File: src/rtl/local_inject_ctrl_pkg.sv
// Shared widths, state encodings and queue entry layout for the local inject controller.
package local_inject_ctrl_pkg;

  localparam int unsigned WIDTH_PORT            = 16;
  localparam int unsigned WIDTH_PV              = 5;
  localparam int unsigned NUM_CHANNEL           = 5;
  localparam int unsigned LIC_STARVE_TH_DEFAULT = 16;

  typedef enum logic [1:0] {
    LIC_IDLE   = 2'd0,
    LIC_WAIT   = 2'd1,
    LIC_STARVE = 2'd2
  } lic_state_e;

  typedef struct packed {
    logic [WIDTH_PV-1:0]   pv;
    logic [WIDTH_PORT-1:0] flit;
  } lic_entry_t;

endpackage

File: src/rtl/local_inject_ctrl_local_fifo.sv
// Power-of-two circular queue holding {pv, flit} entries; head is read straight from storage.
module local_fifo #(
  parameter int unsigned DEPTH = 4,
  parameter int unsigned W     = 21
) (
  input  logic                     clk,
  input  logic                     reset,
  input  logic                     push,
  input  logic                     pop,
  input  logic [W-1:0]             din,
  output logic [W-1:0]             head,
  output logic [$clog2(DEPTH):0]   count,
  output logic                     full,
  output logic                     empty
);

  localparam int unsigned AW = $clog2(DEPTH);
  localparam int unsigned CW = AW + 1;

  logic [W-1:0]  mem_q [DEPTH];
  logic [W-1:0]  mem_d [DEPTH];
  logic [AW-1:0] wr_ptr_q, wr_ptr_d;
  logic [AW-1:0] rd_ptr_q, rd_ptr_d;
  logic [CW-1:0] count_q, count_d;
  logic          do_push, do_pop;

  assign full    = (count_q == CW'(DEPTH));
  assign empty   = (count_q == '0);
  assign do_push = push & ~full;
  assign do_pop  = pop & ~empty;
  assign head    = mem_q[rd_ptr_q];
  assign count   = count_q;

  // Pointers wrap naturally because DEPTH is a power of two.
  always_comb begin
    mem_d = mem_q;
    if (do_push) mem_d[wr_ptr_q] = din;
    wr_ptr_d = do_push ? wr_ptr_q + AW'(1) : wr_ptr_q;
    rd_ptr_d = do_pop  ? rd_ptr_q + AW'(1) : rd_ptr_q;
    count_d  = count_q + CW'(do_push) - CW'(do_pop);
  end

  always_ff @(posedge clk) begin
    if (reset) begin
      for (int i = 0; i < int'(DEPTH); i++) mem_q[i] <= '0;
      wr_ptr_q <= '0;
      rd_ptr_q <= '0;
      count_q  <= '0;
    end else begin
      mem_q    <= mem_d;
      wr_ptr_q <= wr_ptr_d;
      rd_ptr_q <= rd_ptr_d;
      count_q  <= count_d;
    end
  end

endmodule

File: src/rtl/local_inject_ctrl.sv
// Local PE inject controller: queues PE flits, presents the head to the inject stage,
// and tracks head wait time to flag starvation.
module local_inject_ctrl
  import local_inject_ctrl_pkg::*;
#(
  parameter int unsigned DEPTH     = 4,
  parameter int unsigned STARVE_TH = LIC_STARVE_TH_DEFAULT,
  parameter int unsigned CNT_W     = 5
) (
  input  logic                  clk,
  input  logic                  reset,
  input  logic                  pe_valid,
  input  logic [WIDTH_PORT-1:0] pe_flit,
  input  logic [WIDTH_PV-1:0]   pe_pv,
  output logic                  pe_ready,
  output logic [WIDTH_PORT-1:0] dinLocal,
  output logic [WIDTH_PV-1:0]   PVLocal,
  output logic                  localValid,
  input  logic [WIDTH_PV-1:0]   injectVector,
  output logic                  starve,
  output logic [CNT_W-1:0]      wait_cnt,
  output logic [15:0]           inj_count
);

  localparam int unsigned CW = $clog2(DEPTH) + 1;
  localparam int unsigned EW = $bits(lic_entry_t);

  lic_state_e       state_q, state_d;
  logic [CNT_W-1:0] wait_cnt_q, wait_cnt_d;
  logic             starve_q, starve_d;
  logic [15:0]      inj_count_q, inj_count_d;

  logic             push, inject, drains_c;
  logic             fifo_full, fifo_empty;
  logic [CW-1:0]    fifo_count;
  logic [EW-1:0]    fifo_head;
  lic_entry_t       wr_entry, head_entry;
  logic [CNT_W-1:0] wait_inc;

  assign pe_ready   = ~fifo_full;
  assign localValid = ~fifo_empty;
  assign push       = pe_valid & pe_ready;
  assign inject     = localValid & (|injectVector);
  // Queue goes empty at this edge: last entry retires with nothing arriving behind it.
  assign drains_c   = inject & (fifo_count == CW'(1)) & ~push;
  assign wait_inc   = wait_cnt_q + CNT_W'(1);

  assign wr_entry   = '{pv: pe_pv, flit: pe_flit};
  assign head_entry = lic_entry_t'(fifo_head);
  assign dinLocal   = head_entry.flit;
  assign PVLocal    = head_entry.pv;

  local_fifo #(
    .DEPTH (DEPTH),
    .W     (EW)
  ) u_fifo (
    .clk   (clk),
    .reset (reset),
    .push  (push),
    .pop   (inject),
    .din   (wr_entry),
    .head  (fifo_head),
    .count (fifo_count),
    .full  (fifo_full),
    .empty (fifo_empty)
  );

  always_ff @(posedge clk) begin
    if (reset) begin
      state_q     <= LIC_IDLE;
      wait_cnt_q  <= '0;
      starve_q    <= 1'b0;
      inj_count_q <= '0;
    end else begin
      state_q     <= state_d;
      wait_cnt_q  <= wait_cnt_d;
      starve_q    <= starve_d;
      inj_count_q <= inj_count_d;
    end
  end

  always_comb begin
    state_d = state_q;
    case (state_q)
      LIC_IDLE:   if (push) state_d = LIC_WAIT;
      LIC_WAIT: begin
        if (inject)                                state_d = drains_c ? LIC_IDLE : LIC_WAIT;
        else if (wait_inc == CNT_W'(STARVE_TH))   state_d = LIC_STARVE;
      end
      LIC_STARVE: if (inject) state_d = drains_c ? LIC_IDLE : LIC_WAIT;
      default:    state_d = LIC_IDLE;
    endcase
  end

  // Wait count saturates in STARVE; any retire restarts timing for the next head.
  always_comb begin
    wait_cnt_d  = '0;
    starve_d    = (state_d == LIC_STARVE);
    inj_count_d = inj_count_q + 16'(inject);
    case (state_q)
      LIC_WAIT:   wait_cnt_d = inject ? '0 : wait_inc;
      LIC_STARVE: wait_cnt_d = inject ? '0 : wait_cnt_q;
      default:    wait_cnt_d = '0;
    endcase
  end

  assign starve    = starve_q;
  assign wait_cnt  = wait_cnt_q;
  assign inj_count = inj_count_q;

endmodule
File: config.mk
export PLATFORM = sky130hd
export DESIGN_NAME = local_inject_ctrl
export DESIGN_NICKNAME = d
export VERILOG_FILES = /design/src/rtl/local_inject_ctrl_pkg.sv /design/src/rtl/local_inject_ctrl_local_fifo.sv /design/src/rtl/local_inject_ctrl.sv
export SDC_FILE = /design/constraint.sdc
export NUM_CORES = 1
export LEC_CHECK = 0
export CAP_MARGIN = 15
export CORE_AREA = 2 2 108 110
export CTS_BUF_LIST = sky130_fd_sc_hd__clkbuf_16
export CTS_CLUSTER_DIAMETER = 30
export DETAILED_ROUTE_END_ITERATION = 6
export DIE_AREA = 0 0 110 112
export PLACE_DENSITY = 0.67
export SLEW_MARGIN = 0
export SYNTH_ARGS = -nofsm -noshare
export SYNTH_HDL_FRONTEND = slang
export SYNTH_SLANG_ARGS = --single-unit
File: constraint.sdc
create_clock -name clk -period 5.6 [get_ports clk]
set_input_delay 1.68 -clock clk [delete_from_list [all_inputs] [get_ports clk]]
set_output_delay 1.68 -clock clk [all_outputs]
set_load 0.03 [all_outputs]
==> impl_results.md <==
* Cell area after layout at ~6300 um^2
* Post-DP Area at around 5600 um^2
* Peak Freq at ~0.24 GHz
* Crit-path max cell delay at between 0.9 and 1 ns
* Post-Route Setup TNS at 0 ns
* Avg Cell Area, Syn at between 8 and 9 um^2
* Port buffer count at between 70 and 80
* Layout cell share with drive strength beyond 1 at 0.0903
* Final Setup Violations at 0
* Outcome: completed
* Lkg Pwr at 2.19 nW
* Share of the synthesized area in the top cell type at 0.469
* Initial Util at 0.439
* Pwr/cell area at around 450 nW/um^2
* Top FF cell, synth: dfxtp_1
* Final HPWL DP at ~6900 um
* EDFF count, synth at 0
* Most common cell in the netlist: nand2_1
* Crit path time final at ~4.2 ns
* GR Overflow Total at 0
* Chip height at 112 um
* Post-CTS sizing at 0
* Top post-synthesis cells by count: nand2_1, dfxtp_1, a21oi_1
* Critical R2R Launch: u_fifo.count[1]
* Iter 0 DRT Violations at about 250
* Nets at about 660
* Vias after detailed routing at 4147
* Critical path arrival at between 2 and 3 ns
* Largest net degree at the start of global routing at about 110
* # Post-CTS Setup Buffers at 0
* Top cells by area, synth: dfxtp_1, nand2_1, mux4_2
* Synth Register Bits at approximately 120
* Core Area at 11200 um^2
* Final Wtd Congestion at 0.771
* Critical hold path startpoint: u_fifo.mem_q[27]
* Reg2reg path depth at 10
* Post-layout util at 0.560
* Vias per cell at about 5.4
* Ant diodes at 0
* Worst setup EP type: primary output
* CTS max path bufs at 2
* Top-Level Pins at 74
* Crit Path Category: reg2out
* Asr flop ratio synth at 0
* Setup ws final at 1.35 ns
* Hold depth at 2
* DRC at 0
* Detailed Route WL at about 12000 um
* Inserted Clock Buffers at 17
* Cell area after synthesis at approximately 4900 um^2
* Hold buffer count at CTS at 0
* Syn_nets at between 600 and 700
* Vias in the first global route at between 4000 and 5000
* Max-slew violation count at 0
* CTS clk-pin slew, worst paths at ~0.05 ns
* Final hold violations at 0
* Die area at about 12000 um^2
* Crit share post-route at 0.758
* Max IR drop VDD at 0.287 mV
* CTS tree: yes
* Total power at ~0.0028 W
* Worst setup SP type: flop
* Critical path fanouts, max at 23
* Die Wd at ~110 um
* Synth Warn # at 0
* Initial antenna violation count at 0
* Worst path slowest cell: dfxtp_2
* All-layer global routing usage at 0.210
* Reg-to-Reg End: u_fifo.count[2]
* Rows at 39
* RSZ-0062 raised after global routing: no
* FF-to-FF setup slack at around 3.2 ns
* Worst-skew pair later-pin latency at approximately 0.41 ns
* Syn Inst Count at about 560
* Distinct cells, synth at 42
* Routed length per placed instance at 15.5 um
* Area grow syn2layout at 27.5%
* Crit path cell chain: mux4_2, clkdlybuf4s50_1
* Drt pass-1 iters at 4
* ANT nets after route at 0
* Sequential element share of the synthesized area at 0.469
* MaxCap Viol Count at 0
* Clock sinks at about 120
* Post-synth top area cell: dfxtp_1
* Worst slew margin relative to its limit at 0.260
* Worst Hold Path EP: u_fifo.mem_q[27]
* CTS Root Cell: clkbuf_16
* Worst path required time at 3.92 ns
* First-pass GRT wire length at 20000 um
* Least-Margin Pin Slew at roughly 1.1 ns
* Pre-CTS setup slack at about 1.3 ns
* Fill cell count at between 900 and 1000
* Htree depth at 4
* Hold crit path type: reg2reg
* Layout Skew at roughly 0.0072 ns
## final cells by class
class	count	area, um^2	area share
clock buffers	17	425	0.0680
clock inverters	15	196	0.0314
inverters	10	37.5	0.00600
multi-input cells	400	2380	0.380
flip-flops and latches	115	2300	0.368
well taps	143	179	0.0286
repair buffers	74	736	0.118
## worst max-delay path: cells and delay by family, from the launching register on
| kind | cells | cell delay (ns) |
|---|---|---|
| buf+inv | 1 | 0.61 |
| mux | 1 | 0.63 |
| flops | 1 | 0.92 |
## worst max path at each step
stage                                  start         endpoint  slack [ns]  cells past startpoint
after floorplan              injectVector[1]  u_fifo.count[2]        1.83                     10
after global placement       injectVector[1]  u_fifo.count[2]        1.34                     11
after detailed placement     injectVector[1]  u_fifo.count[2]        1.28                     11
after CTS                 u_fifo.rd_ptr_q[0]     dinLocal[10]        1.33                      2
after global routing      u_fifo.rd_ptr_q[0]     dinLocal[10]        1.22                      2
final                     u_fifo.rd_ptr_q[0]     dinLocal[10]        1.35                      2
## cells in the final DEF, fill, tap and decap left out, types with 2 or more instances in the layout
cell type,n
nand3_1,10
clkbuf_16,17
inv_1,12
xor2_1,7
o21ba_1,2
clkdlybuf4s50_1,72
or4_1,2
nor4_1,3
nor2_1,21
a21oi_1,94
and3_1,5
xnor2_1,8
dfxtp_1,114
ha_1,9
buf_4,2
clkinv_2,4
mux4_2,21
nand4_1,6
o21ai_0,4
a31oi_1,2
bufinv_16,5
clkinv_1,3
nor3_1,3
nor2b_1,7
or3_1,2
nand2_1,176
o31ai_1,2
## power by group
part           switching [W]  leakage (nW)  total [W]  internal, W
combinational       0.000368         0.946   0.000669     0.000302
clock               0.000368         0.311    0.00114     0.000777
sequential          0.000107         0.933    0.00101     0.000899
total               0.000842          2.19    0.00282      0.00198
## kinds of logic (layout without fill, tap and decap cells)
family          after synthesis  in the layout  share of synthesized area
fa+ha+maj                    10             10                     0.0270
xor+xnor                     15             15                     0.0268
flops                       115            115                      0.469
buf+inv                      48            116                     0.0461
compound gates              111            111                      0.124
mux                          22             22                     0.0986
simple gates                242            242                      0.209
## state kept, by name, indices dropped and copies added (netlist names)
| name | cells |
|---|---|
| u_fifo.count | 3 |
| u_fifo.mem_q | 84 |
| state_q | 2 |
| wait_cnt | 5 |
| u_fifo.rd_ptr_q | 2 |
| inj_count | 16 |
| u_fifo.wr_ptr_q | 2 |
| starve | 1 |
## routing by layer
layer | part of all wire | global-route usage | vias up
met2 | 0.50 | 0.336 | 129
li1 | - | - | 2027
met5 | 0 | 0 | -
met4 | 0.014 | 0.0937 | 0
met3 | 0.055 | 0.0539 | 15
met1 | 0.43 | 0.265 | 1976
## metrics by stage
step                      hold slack (ns)  std cells
after detailed placement            0.445        742
final                               0.452        774
after CTS                           0.452        774
after floorplan                     0.433        563
after global routing                0.465        774
after global placement              0.439        742
Note: power is estimated with default switching activity, not from simulation.
